<file path="src/rtl/adder_share_ctrl_if.sv">
// Request/response bundle between requesters and the shared-adder controller.
// The master side issues requests and consumes results; the slave side is the controller.
interface adder_share_ctrl_if #(
  parameter int NUM_REQ = 4,
  parameter int WIDTH   = 32,
  parameter int ID_W    = 2
);
  logic [NUM_REQ-1:0]       req_valid;
  logic [NUM_REQ*WIDTH-1:0] req_a;
  logic [NUM_REQ*WIDTH-1:0] req_b;
  logic [NUM_REQ-1:0]       req_cin;
  logic [NUM_REQ-1:0]       req_ready;
  logic                     rsp_valid;
  logic                     rsp_ready;
  logic [ID_W-1:0]          rsp_id;
  logic [WIDTH-1:0]         rsp_sum;
  logic                     rsp_cout;

  modport master (
    output req_valid, req_a, req_b, req_cin, rsp_ready,
    input  req_ready, rsp_valid, rsp_id, rsp_sum, rsp_cout
  );

  modport slave (
    input  req_valid, req_a, req_b, req_cin, rsp_ready,
    output req_ready, rsp_valid, rsp_id, rsp_sum, rsp_cout
  );
endinterface

</file>
<file path="src/rtl/adder_share_ctrl.sv">
// Round-robin sharing of one external combinational adder between NUM_REQ requesters.
// state  | meaning
// IDLE   | waiting for a request; grant is combinational from rr_ptr
// SETTLE | operands registered on add_*, counting down the carry-ripple budget
// RESP   | sum captured, holding rsp_* until the consumer takes it
module adder_share_ctrl #(
  parameter int NUM_REQ       = 4,
  parameter int WIDTH         = 32,
  parameter int SETTLE_CYCLES = 2,
  parameter int ID_W          = 2
) (
  input  logic                clk,
  input  logic                rst_n,
  adder_share_ctrl_if.slave   bus,
  output logic                busy,
  output logic [WIDTH-1:0]    add_x,
  output logic [WIDTH-1:0]    add_y,
  output logic                add_ci,
  input  logic [WIDTH-1:0]    add_s,
  input  logic                add_co
);

  localparam int CNT_W = $clog2(SETTLE_CYCLES + 1);

  typedef enum logic [1:0] {IDLE, SETTLE, RESP} state_t;

  state_t             state;
  logic [ID_W-1:0]    rr_ptr;
  logic [ID_W-1:0]    grant_id;
  logic [CNT_W-1:0]   cnt;
  logic [ID_W-1:0]    gnt;
  logic               gnt_found;
  logic [ID_W:0]      cand_wide;
  logic [ID_W-1:0]    cand;
  logic [NUM_REQ-1:0] ready_vec;
  logic               rsp_valid_q;
  logic [ID_W-1:0]    rsp_id_q;
  logic [WIDTH-1:0]   rsp_sum_q;
  logic               rsp_cout_q;

  // Walk offsets from farthest to nearest so the nearest valid index from rr_ptr wins.
  always_comb begin
    gnt       = '0;
    gnt_found = 1'b0;
    cand_wide = '0;
    cand      = '0;
    for (int k = NUM_REQ - 1; k >= 0; k--) begin
      cand_wide = {1'b0, rr_ptr} + (ID_W+1)'(k);
      if (cand_wide >= (ID_W+1)'(NUM_REQ)) cand_wide = cand_wide - (ID_W+1)'(NUM_REQ);
      cand = cand_wide[ID_W-1:0];
      if (bus.req_valid[cand]) begin
        gnt       = cand;
        gnt_found = 1'b1;
      end
    end
  end

  always_comb begin
    ready_vec = '0;
    if (state == IDLE && gnt_found) ready_vec[gnt] = 1'b1;
  end

  assign bus.req_ready = ready_vec;
  assign bus.rsp_valid = rsp_valid_q;
  assign bus.rsp_id    = rsp_id_q;
  assign bus.rsp_sum   = rsp_sum_q;
  assign bus.rsp_cout  = rsp_cout_q;
  assign busy          = (state != IDLE);

  always_ff @(posedge clk or negedge rst_n) begin
    if (!rst_n) begin
      state       <= IDLE;
      rr_ptr      <= '0;
      grant_id    <= '0;
      cnt         <= '0;
      add_x       <= '0;
      add_y       <= '0;
      add_ci      <= 1'b0;
      rsp_valid_q <= 1'b0;
      rsp_id_q    <= '0;
      rsp_sum_q   <= '0;
      rsp_cout_q  <= 1'b0;
    end else begin
      case (state)
        IDLE: begin
          if (gnt_found) begin
            add_x    <= bus.req_a[gnt*WIDTH +: WIDTH];
            add_y    <= bus.req_b[gnt*WIDTH +: WIDTH];
            add_ci   <= bus.req_cin[gnt];
            grant_id <= gnt;
            rr_ptr   <= (gnt == ID_W'(NUM_REQ - 1)) ? '0 : gnt + 1'b1;
            cnt      <= CNT_W'(SETTLE_CYCLES);
            state    <= SETTLE;
          end
        end
        SETTLE: begin
          cnt <= cnt - 1'b1;
          if (cnt == CNT_W'(1)) begin
            rsp_sum_q   <= add_s;
            rsp_cout_q  <= add_co;
            rsp_id_q    <= grant_id;
            rsp_valid_q <= 1'b1;
            state       <= RESP;
          end
        end
        RESP: begin
          if (bus.rsp_ready) begin
            rsp_valid_q <= 1'b0;
            state       <= IDLE;
          end
        end
        default: state <= IDLE;
      endcase
    end
  end

endmodule

</file>
<file path="src/flat_wrapper.sv">
// flat-port wrapper written by rule: the top's interface ports become plain ports
module adder_share_ctrl_flat 
#(
  parameter int NUM_REQ       = 4,
  parameter int WIDTH         = 32,
  parameter int SETTLE_CYCLES = 2,
  parameter int ID_W          = 2
)
  (clk, rst_n, busy, add_x, add_y, add_ci, add_s, add_co, bus_req_valid, bus_req_a, bus_req_b, bus_req_cin, bus_rsp_ready, bus_req_ready, bus_rsp_valid, bus_rsp_id, bus_rsp_sum, bus_rsp_cout);
  adder_share_ctrl_if #(.NUM_REQ(NUM_REQ), .WIDTH(WIDTH), .ID_W(ID_W)) bus_i ();
  input  logic clk;
  input  logic rst_n;
  output logic busy;
  output logic [WIDTH-1:0] add_x;
  output logic [WIDTH-1:0] add_y;
  output logic add_ci;
  input  logic [WIDTH-1:0] add_s;
  input  logic add_co;
  input wire logic [$bits(bus_i.req_valid)-1:0] bus_req_valid;
  input wire logic [$bits(bus_i.req_a)-1:0] bus_req_a;
  input wire logic [$bits(bus_i.req_b)-1:0] bus_req_b;
  input wire logic [$bits(bus_i.req_cin)-1:0] bus_req_cin;
  input wire logic [$bits(bus_i.rsp_ready)-1:0] bus_rsp_ready;
  output wire logic [$bits(bus_i.req_ready)-1:0] bus_req_ready;
  output wire logic [$bits(bus_i.rsp_valid)-1:0] bus_rsp_valid;
  output wire logic [$bits(bus_i.rsp_id)-1:0] bus_rsp_id;
  output wire logic [$bits(bus_i.rsp_sum)-1:0] bus_rsp_sum;
  output wire logic [$bits(bus_i.rsp_cout)-1:0] bus_rsp_cout;
  assign bus_i.req_valid = bus_req_valid;
  assign bus_i.req_a = bus_req_a;
  assign bus_i.req_b = bus_req_b;
  assign bus_i.req_cin = bus_req_cin;
  assign bus_i.rsp_ready = bus_rsp_ready;
  assign bus_req_ready = bus_i.req_ready;
  assign bus_rsp_valid = bus_i.rsp_valid;
  assign bus_rsp_id = bus_i.rsp_id;
  assign bus_rsp_sum = bus_i.rsp_sum;
  assign bus_rsp_cout = bus_i.rsp_cout;
  adder_share_ctrl #(.NUM_REQ(NUM_REQ), .WIDTH(WIDTH), .SETTLE_CYCLES(SETTLE_CYCLES), .ID_W(ID_W)) u_core (.clk(clk), .rst_n(rst_n), .bus(bus_i), .busy(busy), .add_x(add_x), .add_y(add_y), .add_ci(add_ci), .add_s(add_s), .add_co(add_co));
endmodule
</file>
<file path="config.mk">
export PLATFORM = sky130hd
export DESIGN_NAME = adder_share_ctrl_flat
export DESIGN_NICKNAME = d
export VERILOG_FILES = /design/src/rtl/adder_share_ctrl_if.sv /design/src/rtl/adder_share_ctrl.sv /design/src/flat_wrapper.sv
export SDC_FILE = /design/constraint.sdc
export NUM_CORES = 1
export LEC_CHECK = 0
export BUFFER_PORTS_ARGS = -buffer_cell sky130_fd_sc_hd__buf_2
export CORE_AREA = 2 2 158 160
export DETAILED_ROUTE_END_ITERATION = 8
export DIE_AREA = 0 0 160 162
export PLACE_DENSITY = 0.55
export SYNTH_ARGS = -nofsm -noshare
export SYNTH_HDL_FRONTEND = slang
export SYNTH_SLANG_ARGS = --single-unit
</file>
<file path="constraint.sdc">
create_clock -name clk -period 2.6 [get_ports clk]
set_input_delay 0.13 -clock clk [delete_from_list [all_inputs] [get_ports clk]]
set_output_delay 0.13 -clock clk [all_outputs]
set_load 0.05 [all_outputs]
</file>
==> results.ini <==
[layout]
areaGrowthSynthToFinish_pct = 49.8
seqCellArea_um2 = 2730
stdcell_count = 1311
drive_above_1_share = 0.546
nets = 1282
multi_input_area_um2 = 3070
nFillCells = 2503
finalCoreUtilization = 0.375

[detailed_routing]
drt_pass1_iterations = 4
drtIter0Drc = 364
antenna_left = 0
via_per_inst = 4.88
remaining_drc_errors = 0
vias = 6392
wirelength_mm = 24.1
wl_per_cell_um = 18.4

[setup_path]
startpoint = u_core.rr_ptr[0]
cp.arrival_ns = 2.67
r2r_slack_ns = 0.21
end_kind = register
worstSetupPathType = reg -> reg
path_max_fanout = 36
r2r_cells = 6
r2r_start = u_core.rr_ptr[0]
timing.critical_path.required_ns = 2.89
worstSetupStartpointType = register
rr_endpoint = u_core.add_y[18]

[floorplan]
io_pins = 406
die-area_um2 = 25900
core_um2 = 24100
start_util = 0.250
rows = 57
fp.dieH_um = 162
die_w_um = 160

[synthesis]
synth_area_um2 = 6040
synth_ff_type = dfrtp_1
synth_top_area_frac = 0.452
synth_seq_area_share = 0.452
syn_inst = 582
yosysTopAreaCell = dfrtp_1
yosys_register_bits = 109
synth_cell_types = 32
synth_nets = 883
synth_edf_count = 0
yosysMostFrequentCell = dfrtp_1
synth_area_leaders = dfrtp_1 (45%), mux2_2 (17%), a221o_1 (11%), o21ai_0 (5.9%), a21oi_1 (5.6%)
synth_common_cells = dfrtp_1 (109), mux2_2 (91), o21ai_0 (71)
synth.avg_cell_area_um2 = 10.4
async_reset_ff_frac = 1.00
synth_warnings = 0

[worst_hold_path]
min_path_cells = 2
hp-start = add_s[2]
min_path_type = in -> reg
hold_end = u_core.bus.rsp_sum[2]

[timing]
worst_clock_skew_ns = 0.00839
rsz0062_at_grt = false
tightest_slew_ns = 1.03
tns_ns = 0
finalSetupViolCount = 0
hold_violations = 0
slew_headroom = 0.315
period_needed_ns = 2.39
period_share = 0.917
slew_violations = 0
holdWs_ns = 0.0232
timing.fmax_ghz = 0.419

[clock_tree]
clk_path_buf_depth = 2
cts_tree = built
clk_pin_slew_worst_paths_ns = 0.07
cts_buffers = 9
h-tree-depth = 3
insertion_delay_ns = 0.35
clock_sinks = 109
cts_root_buf = clkbuf_16

[status]
status = finished clean

[placed_design]
gp_congestion = 0.802
dpl.cell_count = 1267
dp_hpwl_mm = 17.1
portBuffers = 405

[pwr]
peakVddDrop_mv = 0.619
p_leak_nw = 4.37
totalPowerFinal_w = 0.0120
p_per_area_nw_per_um2 = 1320

[global_routing]
grt_max_degree = 66
grt_pass1_vias = 6512
grt_overflow = 0
antenna_found_initial = 2
grt_pass1_wl_mm = 36.1
groute.usage.overall = 0.178

[job]
drv_cap = 0

==> worst max-delay path: stages, from the launching register on <==
cell      delay, ns
dfrtp_1        0.45
nand2b_1       0.13
a21oi_1        0.12
or2_2          0.35
nor2_4         0.81
buf_12         0.28
a221o_1        0.17
==> per-stage QoR <==
step                      setup slack, ns  cell area (um^2)
after CTS                           0.172              9040
after global routing              0.00331              9040
after floorplan                    -0.247              6040
final                               0.215              9040
after detailed placement            0.192              8450
after global placement              0.230              8450
==> placed cells by master, fill, tap and decap left out, drive strengths merged <==
cell         synthesis  layout
nand2                6       6
mux2               100     100
a21boi               1       1
buf                 24     423
clkinv               0       1
nor3                 3       3
o22a                 1       1
nor2                 8       8
dlygate4sd3          0      27
a221oi               1       1
nand2b               3       3
o22ai                1       1
dfrtp              109     109
a31oi                1       1
clkinvlp             0       1
nand3b               1       1
xnor2                1       1
or2                  3       3
a21oi               68      68
clkbuf              38       9
nor2b                2       2
mux2i                1       1
nand3               66      66
ha                   1       1
a221o               65      65
a21o                 1       1
bufinv               0       2
inv                  4       6
o21ai               72      72
nor4                 1       1
diode                0       2
==> layer usage <==
metal,track usage,part of all wire,vias up
li1,-,-,3019
met3,0.0358,0.069,29
met1,0.213,0.42,3044
met5,0,0.00050,-
met4,0.0565,0.018,2
met2,0.321,0.50,298
==> flip-flops by register name (all words and copies together) (netlist names) <==
signal and flops:
u_core.add_x 32, u_core.add_y 32, u_core.bus.rsp_sum 32, u_core.bus.rsp_id 2
u_core.cnt 2, u_core.grant_id 2, u_core.rr_ptr 2, u_core.state 2
u_core.add_ci 1, u_core.bus.rsp_cout 1, u_core.bus.rsp_valid 1
==> timing repair <==
item                      in CTS  in global routing
hold buffers                  27                  0
resized for setup              0                  0
hold endpoints to repair      79                  0
buffers inserted               0                  0
==> report_power, final <==
group	switching [W]	internal, W
combinational	0.00509	0.00236
sequential	0.000463	0.00254
clock	0.000679	0.000850
==> logic make-up (layout without fill, tap and decap cells) <==
kind of cell | Yosys count | count (layout) | share of synthesized area
mux | 101 | 101 | 0.188
buf+inv | 66 | 469 | 0.0481
fa+ha+maj | 1 | 1 | 0.00207
other cells | 0 | 2 | 0
compound gates | 211 | 211 | 0.232
flops | 109 | 109 | 0.452
xor+xnor | 1 | 1 | 0.00145
simple gates | 93 | 93 | 0.0769
==> area by class of cell <==
class / count / area share
inverter: 4 / 0.00166
clock inverter: 6 / 0.0104
sequential: 109 / 0.302
timing repair buffer: 450 / 0.276
antenna: 2 / 0.000553
multi-input combinational: 407 / 0.340
clock buffer: 9 / 0.0249
tap: 324 / 0.0448
==> worst max-delay path by stage <==
| stage | to | cells after the start |
|---|---|---|
| after floorplan | bus_req_ready[1] | 6 |
| after CTS | u_core.add_x[5] | 6 |
| after global routing | u_core.add_x[23] | 6 |
| after global placement | u_core.add_y[16] | 6 |
| final | u_core.add_y[18] | 6 |
| after detailed placement | u_core.add_x[5] | 6 |
(Power assumes the default switching activity.)
